## src/rtl/cache_fill_fsm.sv

```systemverilog
// cache_fill_fsm: miss-handling controller that fills one cache block from
// a 4-cycle-latency, 16-bit, byte-addressed main memory. On a miss it issues
// BLOCK_WORDS back-to-back word reads, writes each returned word into the
// data array, writes the tag array with the last word, and holds fsm_busy
// high until the block is complete.
module cache_fill_fsm #(
  parameter int ADDR_WIDTH  = 16,
  parameter int BLOCK_WORDS = 8
) (
  input  logic                  clk,
  input  logic                  rst_n,
  input  logic                  miss_detected,
  input  logic [ADDR_WIDTH-1:0] miss_address,
  input  logic [15:0]           memory_data,
  input  logic                  memory_data_valid,
  output logic                  mem_enable,
  output logic                  mem_wr,
  output logic [ADDR_WIDTH-1:0] memory_address,
  output logic                  fsm_busy,
  output logic                  write_data_array,
  output logic [ADDR_WIDTH-1:0] fill_address,
  output logic [15:0]           fill_data,
  output logic                  write_tag_array
);

  // Byte-offset bits inside a block, and a counter width that can hold
  // BLOCK_WORDS itself (issue_cnt saturates there).
  localparam int OFFSET_BITS = $clog2(2 * BLOCK_WORDS);
  localparam int CNT_W       = $clog2(BLOCK_WORDS + 1);

  localparam logic [CNT_W-1:0] CNT_FULL = CNT_W'(BLOCK_WORDS);
  localparam logic [CNT_W-1:0] CNT_LAST = CNT_W'(BLOCK_WORDS - 1);
  localparam logic [CNT_W-1:0] CNT_ONE  = CNT_W'(1);

  // Block alignment relies on the block size being a power of two.
  if ((BLOCK_WORDS & (BLOCK_WORDS - 1)) != 0) begin : g_bad_block_words
    $error("BLOCK_WORDS must be a power of two");
  end

  typedef enum logic {
    IDLE = 1'b0,
    FILL = 1'b1
  } state_t;

  state_t                  state;
  logic [ADDR_WIDTH-1:0]   base;
  logic [CNT_W-1:0]        issue_cnt;
  logic [CNT_W-1:0]        recv_cnt;
  logic [CNT_W-1:0]        outstanding;

  logic                    issuing;
  logic                    accept;
  logic                    last_word;
  logic [ADDR_WIDTH-1:0]   issue_addr;
  logic [ADDR_WIDTH-1:0]   recv_addr;
  logic [ADDR_WIDTH-1:0]   aligned_miss;

  // Request/accept decode shared by the state update and the outputs.
  // NOTE: every signal gets a default at the top of an always_comb so that no
  // path leaves it unassigned, which would otherwise infer a latch.
  always_comb begin
    issuing      = 1'b0;
    accept       = 1'b0;
    last_word    = 1'b0;
    issue_addr   = base + (ADDR_WIDTH'(issue_cnt) << 1);
    recv_addr    = base + (ADDR_WIDTH'(recv_cnt) << 1);
    aligned_miss = {miss_address[ADDR_WIDTH-1:OFFSET_BITS], {OFFSET_BITS{1'b0}}};
    if (state == FILL) begin
      issuing = (issue_cnt < CNT_FULL);
      // A return is only ours if a request is still in flight; anything else
      // is a stale word from a fill that a reset abandoned. While reset is
      // held the fill is being abandoned too, so nothing is accepted.
      accept    = rst_n && memory_data_valid && (outstanding != '0);
      last_word = accept && (recv_cnt == CNT_LAST);
    end
  end

  // State, block base and the issue/receive/outstanding counters.
  // NOTE: sequential state uses non-blocking assignments so every register
  // sees the pre-edge values of the others, independent of statement order.
  always_ff @(posedge clk) begin
    if (!rst_n) begin
      state       <= IDLE;
      base        <= '0;
      issue_cnt   <= '0;
      recv_cnt    <= '0;
      outstanding <= '0;
    end else begin
      unique case (state)
        IDLE: begin
          if (miss_detected) begin
            base        <= aligned_miss;
            issue_cnt   <= '0;
            recv_cnt    <= '0;
            outstanding <= '0;
            state       <= FILL;
          end
        end
        FILL: begin
          if (issuing) begin
            issue_cnt <= issue_cnt + CNT_ONE;
          end
          if (accept) begin
            recv_cnt <= recv_cnt + CNT_ONE;
          end
          // Issue and accept in the same cycle cancel out.
          if (issuing && !accept) begin
            outstanding <= outstanding + CNT_ONE;
          end else if (!issuing && accept) begin
            outstanding <= outstanding - CNT_ONE;
          end
          if (last_word) begin
            state <= IDLE;
          end
        end
        default: state <= IDLE;
      endcase
    end
  end

  // Memory request, array write strobes and busy flag.
  always_comb begin
    mem_enable       = 1'b0;
    memory_address   = '0;
    write_data_array = 1'b0;
    write_tag_array  = 1'b0;
    fill_address     = '0;
    fsm_busy         = (state == FILL);
    if (issuing) begin
      mem_enable     = 1'b1;
      memory_address = issue_addr;
    end
    if (accept) begin
      write_data_array = 1'b1;
      fill_address     = recv_addr;
      write_tag_array  = last_word;
    end
  end

  // This block only ever reads memory; fill data is passed straight through.
  assign mem_wr    = 1'b0;
  assign fill_data = memory_data;

endmodule

```

## config.mk

```make
export PLATFORM = sky130hd
export DESIGN_NAME = cache_fill_fsm
export DESIGN_NICKNAME = d
export VERILOG_FILES = /design/src/rtl/cache_fill_fsm.sv
export SDC_FILE = /design/constraint.sdc
export NUM_CORES = 1
export LEC_CHECK = 0
export ABC_AREA = 1
export ABC_CLOCK_PERIOD_IN_PS = 3230
export BUFFER_PORTS_ARGS = -buffer_cell sky130_fd_sc_hd__buf_4
export CORE_UTILIZATION = 46
export CTS_BUF_LIST = sky130_fd_sc_hd__clkbuf_8
export DETAILED_ROUTE_END_ITERATION = 8
export GPL_TIMING_DRIVEN = 0
export MAX_ROUTING_LAYER = met4
export PLACE_DENSITY = 0.8
export SYNTH_ARGS = -nofsm -noshare
export SYNTH_HDL_FRONTEND = slang
export SYNTH_SLANG_ARGS = --single-unit
```

## constraint.sdc

```tcl
create_clock -name clk -period 3.23 [get_ports clk]
set_clock_uncertainty 0.15 [all_clocks]
set_input_delay 0.4845 -clock clk [delete_from_list [all_inputs] [get_ports clk]]
set_output_delay 0.4845 -clock clk [all_outputs]
set_load 0.005 [all_outputs]
```

# After elaboration in Yosys (flattened, before gate mapping)
# Cells that the tools add are included.
# word_totals
regBits	25
input_bits	36
output_inout_bits	53
word_cells	49
# classes
n_addsub	6
n_lt_le_gt_ge	1
n_eq_ne	5
n_mux	19
bitwise_logic	1
n_reduce_logical	12
# ops
cell	n
$add A16 B5 Y16	2
$mux W16	2
$pmux W4 S2	3
$mux W4	5
$add A4 B1 Y4 const B	3
$mux W1	8
$reduce_and A2 Y1	4
$logic_and A1 B1 Y1	5
$eq A4 B3 Y1 const B	1
$lt A4 B4 Y1 const B	1
$ne A2 B1 Y1 const B	2
$reduce_bool A4 Y1	1
$sub A4 B1 Y4 const B	1
$ne A3 B1 Y1 const B	1
$logic_not A1 Y1	2
$ne A2 B2 Y1 const B	1
$pmux W1 S2	1
$not A1 Y1	1

# Depth between registers and ports, before layout
# Gate-level depths: netlist (run 1).
# logic_depth
depth_word	7
depth_mapped	14
ltp_nobuf	14

# Worst setup path before layout (run 1)
# OpenSTA, ideal clock, no wires.
# synth_path
path_type	reg2out
start	register issue_cnt[3]
end	output port memory_address[14]
t_arrival_ns	1.449
required_ns	2.595
setup_slack_ns	1.146
path_stages_with_launch	9
path_buffers	0
cell_sequence	dfxtp_1 ha_1 ha_1 nand2_1 nor2_1 inv_1 nor2_2 a21oi_1 a211oi_1
# synth_via
elab_chain_len	3
word_cells_on_any_way	4
cone_classes	add/sub (1); order compare (1); mux (2)
# synth_lines
element	line	text
start: declaration	47	logic [CNT_W-1:0] issue_cnt;
start signal: assignment	101	issue_cnt <= issue_cnt + CNT_ONE;
branches (longest 2 deep; another with $add A16 B5 Y16)	-	
$mux W16 (*)	129	if (issuing) begin
end: declaration	18	output logic [ADDR_WIDTH-1:0] memory_address,
# Every way passes the cells marked *.

# Final worst setup path (run 1)
# layout_path
start	register recv_cnt[3]
end	output port fill_address[14]
# layout_via
elab_chain_len	2
# layout_lines
element	line	text
start: declaration	48	logic [CNT_W-1:0] recv_cnt;
start signal: assignment	104	recv_cnt <= recv_cnt + CNT_ONE;
$add A16 B5 Y16	66	recv_addr = base + (ADDR_WIDTH'(recv_cnt) << 1);
$mux W16	133	if (accept) begin
end: declaration	21	output logic [ADDR_WIDTH-1:0] fill_address,
# No other way between the ends.

==> results of run 1 <==
## routing by layer
metal	global-route usage [%]	wire [um]	vias to the layer above
met5	-	0	-
met4	11.7	76	0
met3	1.58	351	7
met2	38.6	2090	86
met1	28.2	1980	849
li1	-	-	1019
## where the power goes
part / leakage (nW) / switching [mW] / internal, mW / total [mW]
registers: 0.205 / 0.0162 / 0.326 / 0.342
clock network: 0.0255 / 0.104 / 0.0865 / 0.191
logic: 0.866 / 0.101 / 0.0914 / 0.193
total: 1.10 / 0.222 / 0.504 / 0.726
## flip-flops by register name, summed over array words and instances, names as in the netlist
| register | count |
|---|---|
| base | 12 |
| fsm_busy | 1 |
| issue_cnt | 4 |
| outstanding | 4 |
| recv_cnt | 4 |
## worst min-delay path: stages
cell and delay, ps:
buf_4 70, o21ai_0 70, nor2_1 80
## area by class of cell
type                    instances  area [sq um]  area share [%]
repair buffers                 65           488            20.3
clock inverters                 1          5.00           0.208
inverters                      37           139            5.78
multi-input cells             192           986            41.0
plain buffers                  27           183            7.60
flip-flops and latches         25           500            20.8
clock buffers                   3          41.3            1.72
well taps                      48          60.1            2.50
## how the worst max path moves through the flow
stage | slack (ps) | endpoint | cells after the start
floorplan | 1150 | memory_address[14] | 8
CTS | 500 | fill_address[14] | 10
global placement | 840 | fill_address[14] | 10
finish | 450 | fill_address[14] | 10
global route | 250 | fill_address[14] | 10
detailed placement | 810 | fill_address[14] | 10
## kinds of logic after synthesis
kind of cell             count (synthesis)  share of synthesized area, %
AO/OA/AOI/OAI                           67                          19.2
flip-flops                              25                          27.8
buffers and inverters                   64                          17.9
other                                    1                         0.208
AND/OR/NAND/NOR                        111                          27.2
XOR/XNOR                                 2                         0.973
adder cells (fa/ha/maj)                  9                          6.67
## placed cells by master (no fill, tap or decap), drive strengths merged
cell and instances:
buf 89, nor2 48, nand2 41, inv 35, a21oi 32, o21ai 29
dfxtp 25, nand3 11, nor3 9, ha 8, clkbuf 6, a31oi 4
conb 3, clkinv 3, nor4 2, xnor2 2, a211oi 1, a32oi 1
fa 1
==> summary.md, run 1 <==
| Metric | Value |
|---|---|
| Grt ovf | 0 |
| Critical Path Sink Type | output port |
| Resized cells post-CTS | 0 |
| Die area | roughly 4200 sq um |
| Largest area contributor in the netlist | dfxtp_1 |
| Worst-Margin Slew | 503 ps |
| Final setup vio count | 0 |
| Slowest CP cell | dfxtp_1 |
| Max Cap Viol | 0 |
| Final antenna-violating net count | 0 |
| Clock sinks | 25 |
| Setup_tns | 0 ps |
| Crit share post-route | between 80 and 90% |
| Mean Syn Cell Area | 6.45 sq um |
| Post-synth ARST share | 0% |
| Worst Hold End | base[5] |
| Pwr dens | ~300 nW/um^2 |
| Final Hold Vio Count | 0 |
| Worst hold path type | in -> reg |
| Dpl cells | 394 |
| Total CTS buffers | 3 |
| HPWL after DPL | 3440 um |
| H-tree level count | 1 |
| Nets | 396 |
| Ant diodes | 0 |
| Ys Warns | 0 |
| Buffers & Inverters on Critical Path | 3 |
| R2R setup slack | 1150 ps |
| # hold bufs at CTS | 0 |
| Crit path DAT | 2150 ps |
| Crit-path leading delay family | simple AND/OR/NAND/NOR gates |
| Critical path type | reg -> out |
| Synth Cell Area | between 1500 and 2000 sq um |
| First-pass GRT wire length | approximately 7400 um |
| Layout filler cell count | 362 |
| Crit start category | flop |
| Share of the synthesized area in the top cell type | 27.8% |
| Most frequent cell after synthesis | nor2_1 |
| Hold Crit Start | miss_address[5] |
| Max Root-Sink Buffers | 2 |
| Core area | approximately 3700 sq um |
| CP peak stage delay | 440 ps |
| Post-Synthesis Cells | 279 |
| Final Max Slew Viols | 0 |
| Clock tree from TritonCTS | yes |
| Final non-filler cell total | 398 |
| Pre-Repair DR Iteration Count | 4 |
| Vias | 1,961 |
| WHS Path Cells | 3 |
| Setup Buffers After CTS | 0 |
| GRT Overall Usage | a little under a quarter |
| Top post-synthesis cells by area | dfxtp_1 (28%), nor2_1 (9.4%), a21oi_1 (8.9%) |
| Max IR drop VDD | around 0.18 mV |
| Die Y | ~65 um |
| Layout area overhead | 33.4% |
| RSZ-0062 raised after global routing | no |
| Clk Latency, worst-skew pair | 270 ps |
| Commonest cells in the synthesized netlist | nor2_1 (45), nand2_1 (36), a21oi_1 (32) |
| Top Ports | 89 |
| Ys flop type | dfxtp_1 |
| Worst Setup SP | recv_cnt[3] |
| EDFF count, synth | 0 |
| Largest net degree at the start of global routing | 15 |
| Layout cell share with drive strength beyond 1 | 30.6% |
| Initial Util | 48.5% |
| R2r endpoint | outstanding[3] |
| Final instance area | approximately 2400 sq um |
| Register bit total from synthesis | 25 |
| Synth unique cells | 28 |
| DRC viols | 0 |
| Placer Congestion | 0.902 |
| Root Buffer | clkbuf_8 |
| Total power | 0.726 mW |
| LEAKAGE | 1.10 nW |
| Worst EP required | between 2000 and 3000 ps |
| Final worst slack | 450 ps |
| Vias per cell | 4.93 |
| Critical Path, Cell by Cell | ha_1 > ha_1 > nand2_1 > nor2_1 > inv_1 > nor2_1 > inv_1 > nor4_1 > nor3_1 > buf_4 |
| Vias in the first global route | 1,692 |
| Pre-CTS setup slack | 811 ps |
| Die extent in x | 64.6 um |
| Reg2Reg Launch Point | fsm_busy |
| Rows | 22 |
| Drt wl/cell | between 10 and 15 um |
| Status | complete, no violations |
| Crit Path Max Fanout | 4 |
| Post-Route Utilization | 64.6% |
| Placed inst area | 2360 sq um |
| Fmax | 360 MHz |
| Register area share after synthesis | 27.8% |
| Tmin final | between 2000 and 3000 ps |
| Port buffer count | 65 |
| WL final | 4500 um |
| Worst Reg-to-Reg Cells | 13 |
| Worst relative slew slack | 66.4% |
| Clock slew at reported path FFs | around 90 ps |
| Initial antenna violation count | 0 |
| Initial drt markers | 99 |
| Hold_ws | 308 ps |
Power figures use the tool's default switching activity.
==> run 2, diff against run 1 <==
--- a/config.mk
+++ b/config.mk
@@ -8,12 +8,15 @@
 export ABC_AREA = 1
 export ABC_CLOCK_PERIOD_IN_PS = 3230
 export BUFFER_PORTS_ARGS = -buffer_cell sky130_fd_sc_hd__buf_4
-export CORE_UTILIZATION = 46
+export CELL_PAD_IN_SITES_DETAIL_PLACEMENT = 1
+export CELL_PAD_IN_SITES_GLOBAL_PLACEMENT = 1
+export CORE_MARGIN = 2
+export CORE_UTILIZATION = 34
 export CTS_BUF_LIST = sky130_fd_sc_hd__clkbuf_8
 export DETAILED_ROUTE_END_ITERATION = 8
 export GPL_TIMING_DRIVEN = 0
 export MAX_ROUTING_LAYER = met4
-export PLACE_DENSITY = 0.8
+export PLACE_DENSITY_LB_ADDON = 0.1
 export SYNTH_ARGS = -nofsm -noshare
 export SYNTH_HDL_FRONTEND = slang
 export SYNTH_SLANG_ARGS = --single-unit
==> run 2 against run 1 <==
  * Die area up 41%
  * Non-clock buffer count stayed put
  * Sequential share of layout area decreased by 0.23 points
  * Routed wire length up 28%
  * Largest power group unchanged
==> summary.md, run 2 (same netlist as run 1, synthesis figures left out) <==
| Metric | Value |
|---|---|
| Status | complete, no violations |
| Placed inst area | 2380 sq um (+1.2%) |
| Nets | 396 (unchanged) |
| Worst relative slew slack | 59.2% (-7.3 points) |
| Pre-Repair DR Iteration Count | 4 (unchanged) |
| Top Ports | 89 (unchanged) |
| Pwr dens | 299 nW/um^2 (-0.88%) |
| Setup Buffers After CTS | 0 (unchanged) |
| Total CTS buffers | 3 (unchanged) |
| Root Buffer | clkbuf_8 |
| GRT Overall Usage | 20.2% (-2.9 points) |
| Initial antenna violation count | 0 (unchanged) |
| Die area | 5890 sq um (+41%) |
| Vias per cell | 4.86 (-1.4%) |
| Layout area overhead | 34.9% |
| Crit Path Max Fanout | 4 (unchanged) |
| Resized cells post-CTS | 0 (unchanged) |
| Max Root-Sink Buffers | 2 (unchanged) |
| H-tree level count | 1 (unchanged) |
| Worst hold path type | in -> reg |
| HPWL after DPL | 4540 um (+32%) |
| Core area | 5110 sq um (+37%) |
| Setup_tns | 0 ps (unchanged) |
| LEAKAGE | 1.10 nW (+0.13%) |
| Clock tree from TritonCTS | yes |
| Critical Path Sink Type | output port |
| Grt ovf | 0 (unchanged) |
| Max Cap Viol | 0 (unchanged) |
| Ant diodes | 0 (unchanged) |
| Most common cell after layout, fill and taps aside | buf_4 |
| Worst EP required | 2600 ps (about the same) |
| Initial Util | 35.3% (-13 points) |
| Final instance area | 2430 sq um (+1.1%) |
| Largest net degree at the start of global routing | 14 (-1) |
| Final setup vio count | 0 (unchanged) |
| Drt wl/cell | 13.7 um (+21%) |
| Fmax | 353 MHz (-2.0%) |
| Final worst slack | 394 ps (-55.6 ps) |
| Most flop-heavy register | base |
| Max IR drop VDD | 0.190 mV (+3.0%) |
| Die extent in x | 76.8 um (+19%) |
| Final Hold Vio Count | 0 (unchanged) |
| # hold bufs at CTS | 0 (unchanged) |
| Commonest non-fill, non-tap cells in the layout | buf_4 (85), nor2_1 (45), nand2_1 (36) |
| DRC viols | 0 (unchanged) |
| Worst-Margin Slew | 612 ps (+109 ps) |
| Final antenna-violating net count | 0 (unchanged) |
| Post-Route Utilization | 47.6% (-17 points) |
| Dpl cells | 416 (+5.6%) |
| First-pass GRT wire length | 9520 um (+29%) |
| Final Max Slew Viols | 0 (unchanged) |
| Layout cell share with drive strength beyond 1 | 30.3% (-0.29 points) |
| Pre-CTS setup slack | 682 ps (-129 ps) |
| Clock slew at reported path FFs | 90 ps (about the same) |
| RSZ-0062 raised after global routing | no |
| Rows | 26 (+18%) |
| Clk Latency, worst-skew pair | 270 ps (about the same) |
| Flip-flop count of the largest register after layout | 12 (unchanged) |
| Tmin final | 2840 ps (+55.6 ps) |
| Crit path DAT | 2200 ps (+50 ps) |
| Placer Congestion | 0.858 (-4.8%) |
| Vias in the first global route | 1,991 (+18%) |
| Clock sinks | 25 (unchanged) |
| Crit share post-route | 87.8% (+1.7 points) |
| Final non-filler cell total | 420 (+5.5%) |
| Initial drt markers | 64 (-35%) |
| Die Y | 76.8 um (+19%) |
| Crit start category | flop |
| Vias | 2,041 (+4.1%) |
| Port buffer count | 65 (unchanged) |
| Critical path type | reg -> out |
| WL final | 5740 um (+28%) |
[run 2: cell count changes in the layout (fill, tap and decap cells not counted)]
cell	delta
inv_1	+1
clkinv_2	-1
[run 2: final timing paths]
path | from | end | slack [ps] | cells after the start
setup / recovery | recv_cnt[3] | fill_address[14] | 390 | 10
hold / removal | miss_address[4] | base[4] | 320 | 3
setup reg to reg | fsm_busy | outstanding[3] | 1060 | 13
hold reg to reg | issue_cnt[2] | issue_cnt[2] | 330 | 1
[run 2: through the flow]
stage | power (mW) | hold WS (ps)
floorplan | 0.470 | 284
global placement | 0.544 | 305
detailed placement | 0.551 | 319
CTS | 0.734 | 316
global route | 0.777 | 330
finish | 0.727 | 316
[run 2: power by group]
group | internal (mW) | total, mW | switching [mW]
clock | 0.0851 | 0.184 | 0.0988
sequential | 0.326 | 0.344 | 0.0176
combinational | 0.0918 | 0.200 | 0.108
total | 0.503 | 0.727 | 0.224
[run 2: critical path, stage by stage (launching register included)]
cell and delay, ps:
dfxtp_1 460, ha_1 240, ha_1 190, nand2_1 80
nor2_1 150, inv_1 60, nor2_1 230, inv_1 100
nor4_1 180, nor3_1 70, buf_4 170
[run 2: final cells by class]
class,count,area (sq um)
fillers,731,2680
plain buffers,27,183
clock inverters,1,3.75
multi-input cells,192,986
repair buffers,65,488
clock buffers,3,41.3
well taps,70,87.6
flip-flops and latches,25,500
inverters,37,139
[run 2: routing by layer]
layer  track usage, %  share of wire, %  vias to the layer above
li1                 -                 -                     1027
met1             25.0                45                      940
met2             32.6                48                       66
met3             5.18               6.1                        8
met4             5.64               1.4                        0
met5                -                 0                        -
